==> config.mk <==
export PLATFORM = sky130hd
export DESIGN_NAME = pattern_seq_ctrl
export DESIGN_NICKNAME = d
export VERILOG_FILES = /design/src/rtl/pattern_seq_ctrl.sv
export SDC_FILE = /design/constraint.sdc
export NUM_CORES = 1
export LEC_CHECK = 0
export ABC_CLOCK_PERIOD_IN_PS = 2860
export CORE_ASPECT_RATIO = 1.4
export CORE_MARGIN = 5
export CORE_UTILIZATION = 50
export DETAILED_ROUTE_END_ITERATION = 16
export GPL_TIMING_DRIVEN = 0
export PLACE_DENSITY_LB_ADDON = 0.1
export SLEW_MARGIN = 20
export SYNTH_ARGS = -nofsm -noshare
export SYNTH_HDL_FRONTEND = slang
export SYNTH_SLANG_ARGS = --single-unit
==> constraint.sdc <==
create_clock -name clk -period 2.86 [get_ports clk]
set_input_delay 0.572 -clock clk [delete_from_list [all_inputs] [get_ports clk]]
set_output_delay 0.572 -clock clk [all_outputs]
set_load 0.02 [all_outputs]
==> src/rtl/pattern_seq_ctrl.sv <==
// Two-requester sequencer: arbitrates, serializes the granted word MSB-first and counts overlapping pattern matches.
// Optional feature: define PATTERN_SEQ_RR_EN for round-robin arbitration (fixed priority to channel 0 otherwise).
module pattern_seq_ctrl #(
    parameter int DATA_W = 8,
    parameter int PAT_W  = 3,
    parameter int CNT_W  = $clog2(DATA_W + 1)
) (
    input  logic              clk,
    input  logic              n_rst,
    input  logic [PAT_W-1:0]  pattern,
    input  logic              req0_valid,
    input  logic [DATA_W-1:0] req0_data,
    output logic              req0_ready,
    input  logic              req1_valid,
    input  logic [DATA_W-1:0] req1_data,
    output logic              req1_ready,
    output logic              ser_bit,
    output logic              ser_valid,
    output logic              busy,
    output logic              res_valid,
    output logic              res_ch,
    output logic [CNT_W-1:0]  res_count
);

    localparam int HW = (PAT_W > 1) ? PAT_W - 1 : 1;

    typedef enum logic [1:0] {
        IDLE   = 2'd0,
        SHIFT  = 2'd1,
        REPORT = 2'd2
    } state_t;

    state_t            state_r;
    state_t            state_nxt_s;
    logic              grant0_s;
    logic              grant1_s;
    logic              idle_s;
    logic              accept_s;
    logic              last_bit_s;
    logic              match_s;
    logic [DATA_W-1:0] data_s;
    logic [PAT_W-1:0]  window_s;
    logic [DATA_W-1:0] sreg_r;
    logic [PAT_W-1:0]  pat_r;
    logic [HW-1:0]     hist_r;
    logic [CNT_W-1:0]  bit_cnt_r;
    logic [CNT_W-1:0]  cnt_r;
    logic              ch_r;
    logic              ser_bit_r;
    logic              ser_valid_r;
    logic              busy_r;
    logic              res_valid_r;
    logic              res_ch_r;
    logic [CNT_W-1:0]  res_count_r;

`ifdef PATTERN_SEQ_RR_EN
    logic last_grant_r;

    // Round-robin grant: on a tie the channel that did not win last time goes next.
    always_comb begin
        grant0_s = 1'b0;
        grant1_s = 1'b0;
        if (req0_valid && req1_valid) begin
            grant0_s = last_grant_r;
            grant1_s = ~last_grant_r;
        end else begin
            grant0_s = req0_valid;
            grant1_s = req1_valid;
        end
    end

    // Remember the last granted channel; reset value 1 lets channel 0 win the first tie.
    always_ff @(posedge clk or negedge n_rst) begin
        if (!n_rst) begin
            last_grant_r <= 1'b1;
        end else if (accept_s) begin
            last_grant_r <= grant1_s;
        end
    end
`else
    // Fixed priority grant: channel 0 always wins a tie.
    always_comb begin
        grant0_s = req0_valid;
        grant1_s = req1_valid & ~req0_valid;
    end
`endif

    // Handshake and job-control decode; ready never depends on the data inputs.
    always_comb begin
        idle_s     = n_rst && (state_r == IDLE);
        req0_ready = idle_s & grant0_s;
        req1_ready = idle_s & grant1_s;
        accept_s   = req0_ready | req1_ready;
        data_s     = grant1_s ? req1_data : req0_data;
        last_bit_s = (bit_cnt_r == CNT_W'(DATA_W - 1));
        window_s   = PAT_W'({hist_r, ser_bit_r});
        match_s    = (state_r == SHIFT) && (bit_cnt_r >= CNT_W'(PAT_W - 1)) && (window_s == pat_r);
    end

    // Next-state logic.
    always_comb begin
        state_nxt_s = state_r;
        case (state_r)
            IDLE: begin
                if (accept_s) state_nxt_s = SHIFT;
                else          state_nxt_s = IDLE;
            end
            SHIFT: begin
                if (last_bit_s) state_nxt_s = REPORT;
                else            state_nxt_s = SHIFT;
            end
            REPORT:  state_nxt_s = IDLE;
            default: state_nxt_s = IDLE;
        endcase
    end

    // State register.
    always_ff @(posedge clk or negedge n_rst) begin
        if (!n_rst) state_r <= IDLE;
        else        state_r <= state_nxt_s;
    end

    // Datapath: job latch, shifter, history window, match counter and registered outputs.
    always_ff @(posedge clk or negedge n_rst) begin
        if (!n_rst) begin
            sreg_r      <= '0;
            pat_r       <= '0;
            hist_r      <= '0;
            bit_cnt_r   <= '0;
            cnt_r       <= '0;
            ch_r        <= 1'b0;
            ser_bit_r   <= 1'b0;
            ser_valid_r <= 1'b0;
            busy_r      <= 1'b0;
            res_valid_r <= 1'b0;
            res_ch_r    <= 1'b0;
            res_count_r <= '0;
        end else begin
            ser_valid_r <= (state_nxt_s == SHIFT);
            busy_r      <= (state_nxt_s != IDLE);
            res_valid_r <= (state_nxt_s == REPORT);
            case (state_r)
                IDLE: begin
                    ser_bit_r <= 1'b0;
                    if (accept_s) begin
                        ser_bit_r <= data_s[DATA_W-1];
                        sreg_r    <= {data_s[DATA_W-2:0], 1'b0};
                        pat_r     <= pattern;
                        ch_r      <= grant1_s;
                        hist_r    <= '0;
                        bit_cnt_r <= '0;
                        cnt_r     <= '0;
                    end
                end
                SHIFT: begin
                    hist_r    <= HW'(window_s);
                    cnt_r     <= cnt_r + {{(CNT_W-1){1'b0}}, match_s};
                    bit_cnt_r <= bit_cnt_r + {{(CNT_W-1){1'b0}}, 1'b1};
                    if (last_bit_s) begin
                        ser_bit_r   <= 1'b0;
                        res_count_r <= cnt_r + {{(CNT_W-1){1'b0}}, match_s};
                        res_ch_r    <= ch_r;
                    end else begin
                        ser_bit_r <= sreg_r[DATA_W-1];
                        sreg_r    <= {sreg_r[DATA_W-2:0], 1'b0};
                    end
                end
                default: ser_bit_r <= 1'b0;
            endcase
        end
    end

    assign ser_bit   = ser_bit_r;
    assign ser_valid = ser_valid_r;
    assign busy      = busy_r;
    assign res_valid = res_valid_r;
    assign res_ch    = res_ch_r;
    assign res_count = res_count_r;

endmodule
==> results.yml, run 1 <==
clock_tree:
  post_cts_resized: 1
  clk_latency_ns: 0.28
  clkTransAtPathRegs_ns: 0.06
  cts_max_level: 2
  clock-sinks: 32
  clk_path_buf_depth: 2
  cts_tree: "yes"
  cts-buffers-inserted: 5
  postCtsSetupBuffers: 0
  postCtsHoldBufs: 0
  clockRootBuffer: "clkbuf_8"
layout:
  drive_above_1_share: 0.148
  area_growth_pct: 29.6
  multiInputGateArea_um2: 711
  n_fill_cell: 242
  regArea_um2: 801
  nets: 208
  antenna_cells: 0
placed_design:
  gp_congestion: 0.751
  port_buffers: 33
  dp_hpwl_mm: 2.63
  post-place-ws_ns: -0.206
setup_path:
  crit_path_end_kind: "output port"
  crit_slowest_cell: "clkdlybuf4s50_1"
  worstSetupStartpointType: "input port"
  worstPathCellList: "buf_6 > or3b_1 > buf_6 > nor2_1 > clkdlybuf4s50_1"
  arrival_ns: 2.11
  crit_required_ns: 2.29
  cp.buffers_inverters: 3
  cpPeakStageDelay_ns: 0.61
  path_max_fanout: 34
  critPathMostFrequentCell: "buf_6"
  cp_top_family: "buffers and inverters"
  critPathKind: "in2out"
grt:
  globalRouteMet1Util: 0.184
  antenna_found_initial: 0
  gr-total-overflow: 0
  met3_usage: 0.0571
  use_met2: 0.302
  grt_pass1_wl_mm: 5.83
  grt_util_all_layers: 0.171
  grt_max_degree: 35
  busiest_layer: "met2"
  grt_pass1_vias: 1229
floorplan:
  core_mm2: 0.00309
  die_h_um: 76.9
  row_count: 24
  die_x_um: 57.8
  initial_utilization: 0.517
  dieArea_mm2: 0.00445
  pin_count: 34
drt:
  wl_mm: 3.40
  drtIter0Drc: 12
  routedWlPerCell_um: 15.4
  postRouteAntennaNets: 0
  num_vias: 1174
  drc_errors: 0
  viasPerCell: 5.31
  firstDrtPassIters: 4
synthesis:
  yosysTopAreaCell: "dfrtp_1"
  syn_area_mm2: 0.00160
  synth_simple_gate_area_frac: 0.135
  synth_cell_type_count: 37
  synth_top_area_frac: 0.501
  synth_edf_count: 0
  synth_mux_area_frac: 0.0923
  synth.most_common_cell: "dfrtp_1"
  synth_ff_type: "dfrtp_1"
  ys_ff_latch: 32
  synth_compound_area_frac: 0.159
  seq_area_frac_synth: 0.501
  synth-xor-area-share: 0.0274
  async_flop_share: 1.00
  synth_fa_ha_area_frac: 0.0313
  synth_top_family_by_area: "compound AO/OA/AOI/OAI gates"
  synth.area.top_cells: "dfrtp_1 (50%), a221oi_2 (5.6%), mux2i_1 (5.0%)"
  yosys_warnings: 0
  netlist_instances: 141
  synth_nets: 168
  syn_area_per_cell_um2: 11.3
  synthTopCellsByCount: "dfrtp_1 (32), nand2_1 (12), inv_1 (10), mux2i_1 (8)"
sta:
  setup_viol: 0
  fmaxAchievable_mhz: 373
  fin_setup_tns_ns: 0
  period_share: 0.937
  relSlewSlack: 0.580
  finalHoldViolCount: 0
  final_max_slew_viol_count: 0
  fin_ws_ns: 0.181
  worst_pin_slew_ns: 0.628
  min_period_ns: 2.68
  hold_slack_ns: 0.160
  grt_setup_unrepaired: "false"
  skew_ns: 0.00575
pwr:
  p_int_uw: 1280
  leakagePower_uw: 0.000944
  p_total_uw: 2050
  p_switching_uw: 769
  combPwrFrac: 0.448
  p_seq_frac: 0.382
  powerDensity_mw_per_mm2: 987
  p_clk_frac: 0.171
  irDropWorstVdd_v: 0.000593
  p_sw_frac: 0.376
run:
  drv_cap: 0
run_status:
  status: "completed"
min_path:
  hp-class: "in2async"
kinds of logic (layout without fill, tap and decap cells):
family,Yosys count,in the layout
adder cells (fa/ha/maj),4,4
AND/OR/NAND/NOR,39,39
flip-flops,32,32
buffers and inverters,17,58
multiplexers,14,14
XOR/XNOR,5,5
AO/OA/AOI/OAI,30,30
layout by cell type (no fill, tap or decap), types with 2 or more instances in the layout:
cell / n
o22ai_1: 3
nand2_1: 12
mux2i_1: 8
ha_1: 4
inv_1: 10
nor3_1: 6
clkdlybuf4s50_1: 32
clkbuf_8: 6
dfrtp_1: 32
a221oi_2: 6
clkbuf_1: 2
nand3_1: 2
buf_4: 2
o21ai_0: 5
o21ai_1: 4
nor2b_1: 2
nand2b_1: 4
mux2_2: 3
xor2_1: 5
clkinv_2: 2
a21oi_1: 5
mux2_1: 3
nor2_1: 5
buf_6: 3
stage by stage:
stage / utilization / instance area (µm²) / instances
final: 0.670 / 2070 / 221
after global routing: 0.670 / 2070 / 221
after global placement: 0.640 / 1980 / 213
after floorplan: - / 1600 / 141
after CTS: 0.669 / 2070 / 221
after detailed placement: 0.638 / 1970 / 213
flip-flops by register name, indices dropped and copies added, names as in the netlist:
register and flops:
bit_cnt_r 4, busy 1, ch_r 1, cnt_r 4
hist_r 2, pat_r 3, res_ch 1, res_count 4
res_valid 1, ser_bit 1, ser_valid 1, sreg_r 7
state_r 2
area by class of cell:
| type | instances | area share |
|---|---|---|
| flip-flops and latches | 32 | 0.386 |
| multi-input cells | 92 | 0.343 |
| repair buffers | 33 | 0.160 |
| clock buffers | 6 | 0.0399 |
| plain buffers | 7 | 0.0242 |
| well taps | 39 | 0.0236 |
| inverters | 10 | 0.0181 |
| clock inverters | 2 | 0.00483 |
power by group through the flow:
| stage | combinational [µW] | sequential (µW) | clock [µW] |
|---|---|---|---|
| 3_3_place_gp | 899 | 780 | 0 |
| 4_1_cts | 933 | 781 | 362 |
| 2_1_floorplan | 574 | 830 | 0 |
| 6_report | 916 | 781 | 349 |
| 5_1_grt | 1020 | 811 | 384 |
| 3_5_place_dp | 931 | 790 | 0 |
worst paths after layout:
path,start,endpoint,slack (ns),depth (start not counted)
min in group clk,ch_r,ch_r,0.49,2
worst max register to register,state_r[1],cnt_r[2],0.44,9
worst min register to register,ch_r,ch_r,0.49,2
worst min-delay path,n_rst,ser_valid,0.16,1
worst max-delay path,n_rst,req1_ready,0.18,5
max in group asynchronous,n_rst,res_count[3],2.46,1
layer usage:
metal  vias to the layer above  wire (µm)
met5                         -          0
met4                         0         40
met3                         5        154
met2                        20       1870
met1                       571       1330
li1                        578          -
No activity file was read; power rests on OpenSTA's default activity.
==> run 2: changes to the inputs <==
--- a/config.mk
+++ b/config.mk
@@ -7,7 +7,7 @@
 export LEC_CHECK = 0
 export ABC_CLOCK_PERIOD_IN_PS = 2860
 export CORE_ASPECT_RATIO = 1.4
-export CORE_MARGIN = 5
+export CORE_MARGIN = 2
 export CORE_UTILIZATION = 50
 export DETAILED_ROUTE_END_ITERATION = 16
 export GPL_TIMING_DRIVEN = 0
==> run 2 against run 1 <==
Effect of this change: final cell count did not move; worst setup slack gained 0.019 ns; utilization did not move; first-iteration DRC count increased by 83%; critical path depth is the same; clock power up 3%; maximum frequency increased by 0.72%; clock skew grew 0.0030 ns; sequential power about the same; global-route usage is 5.2 points higher; critical endpoint unchanged; largest cell class unchanged.
==> results.yml, run 2 (synthesis results as in run 1) <==
setup_path:
  critPathMostFrequentCell: "buf_6"
  r2r_setup_slack_ns: 0.42
  path_max_fanout: 34
  worstPathCellList: "buf_6 > or3b_1 > buf_6 > nor2_1 > clkdlybuf4s50_1"
  critPathKind: "in2out"
  reg2reg_depth: 9
  worst_r2r_endpoint: "cnt_r[2]"
  crit_path_end_kind: "output port"
  cpPeakStageDelay_ns: 0.61
  cp_top_family: "buffers and inverters"
  arrival_ns: 2.09
  crit_start: "n_rst"
  cp.buffers_inverters: 3
  crit_slowest_cell: "clkdlybuf4s50_1"
  r2r_start: "state_r[1]"
  worstSetupStartpointType: "input port"
  crit_required_ns: 2.29
clock_tree:
  postCtsHoldBufs: 0
  clkTransAtPathRegs_ns: 0.07
  cts_max_level: 2
  cts-buffers-inserted: 5
  cts_tree: "yes"
  clk_latency_ns: 0.29
  clock-sinks: 32
  postCtsSetupBuffers: 0
  clk_path_buf_depth: 2
  clockRootBuffer: "clkbuf_8"
layout:
  post-route-util: 0.670
  final_area_mm2: 0.00207
  mostFrequentLayoutCells: "dfrtp_1 (32), clkdlybuf4s50_1 (32), nand2_1 (12)"
  nets: 208
  drive_above_1_share: 0.148
  antenna_cells: 0
  largest_register_ffs: 7
  stdcell_count: 221
  top_register: "sreg_r"
  area_growth_pct: 29.6
grt:
  gr-total-overflow: 0
  grt_pass1_wl_mm: 5.95
  grt_util_all_layers: 0.223
  grt_max_degree: 35
  grt_pass1_vias: 1291
  antenna_found_initial: 0
drt:
  viasPerCell: 5.35
  firstDrtPassIters: 4
  postRouteAntennaNets: 0
  num_vias: 1182
  drtIter0Drc: 22
  drc_errors: 0
  wl_mm: 3.43
  routedWlPerCell_um: 15.5
floorplan:
  core_mm2: 0.00309
  pin_count: 34
  row_count: 24
  dieArea_mm2: 0.00367
  die_h_um: 70.9
  die_x_um: 51.8
  initial_utilization: 0.517
sta:
  fmaxAchievable_mhz: 376
  final_max_slew_viol_count: 0
  setup_viol: 0
  skew_ns: 0.00875
  period_share: 0.930
  hold_slack_ns: 0.143
  worst_pin_slew_ns: 0.622
  grt_setup_unrepaired: "false"
  relSlewSlack: 0.584
  fin_setup_tns_ns: 0
  min_period_ns: 2.66
  finalHoldViolCount: 0
pwr:
  leakagePower_uw: 0.000944
  irDropWorstVdd_v: 0.000621
  powerDensity_mw_per_mm2: 993
placed_design:
  port_buffers: 33
  dpl-instance-area_mm2: 0.00197
  dp_hpwl_mm: 2.59
  place_inst: 213
  gp_congestion: 0.731
run_status:
  status: "completed"
min_path:
  hp-class: "in2async"
run:
  drv_cap: 0
run 2: per-stage QoR:
| step | total power, µW | setup slack (ns) |
|---|---|---|
| 6_report | 2060 | 0.200 |
| 5_1_grt | 2220 | 0.0927 |
| 4_1_cts | 2080 | 0.0526 |
| 3_5_place_dp | 1720 | -0.193 |
| 3_3_place_gp | 1680 | -1.10 |
| 2_1_floorplan | 1400 | 0.865 |
run 2: cell type report:
type / count / area, µm²
multi-input combinational: 92 / 711
inverter: 10 / 37.5
timing repair buffer: 33 / 332
sequential: 32 / 801
clock inverter: 2 / 10.0
buffer: 7 / 50.0
tap: 39 / 48.8
clock buffer: 6 / 82.6
fill: 260 / 1020
run 2: what timing repair did:
item,4_1_cts,5_1_grt
cloned,0,0
endpoints found under the setup margin,2,1
resized for setup,1,1
run 2: where the power goes:
part,leakage [µW],switching [µW],internal (µW)
registers,0.000395,128,653
clock network,0.0000510,169,192
logic,0.000498,484,431
run 2: worst max path at each step:
stage / cells after the start / endpoint
2_1_floorplan: 9 / cnt_r[2]
3_3_place_gp: 5 / req1_ready
3_5_place_dp: 5 / req1_ready
4_1_cts: 5 / req1_ready
5_1_grt: 5 / req1_ready
6_report: 5 / req1_ready
run 2: metal layers:
metal / vias to the layer above / share of wire / track usage
met5: - / 0 / 0
li1: 575 / - / -
met1: 577 / 0.40 / 0.264
met4: 0 / 0.016 / 0.0789
met3: 6 / 0.042 / 0.0675
met2: 24 / 0.54 / 0.379
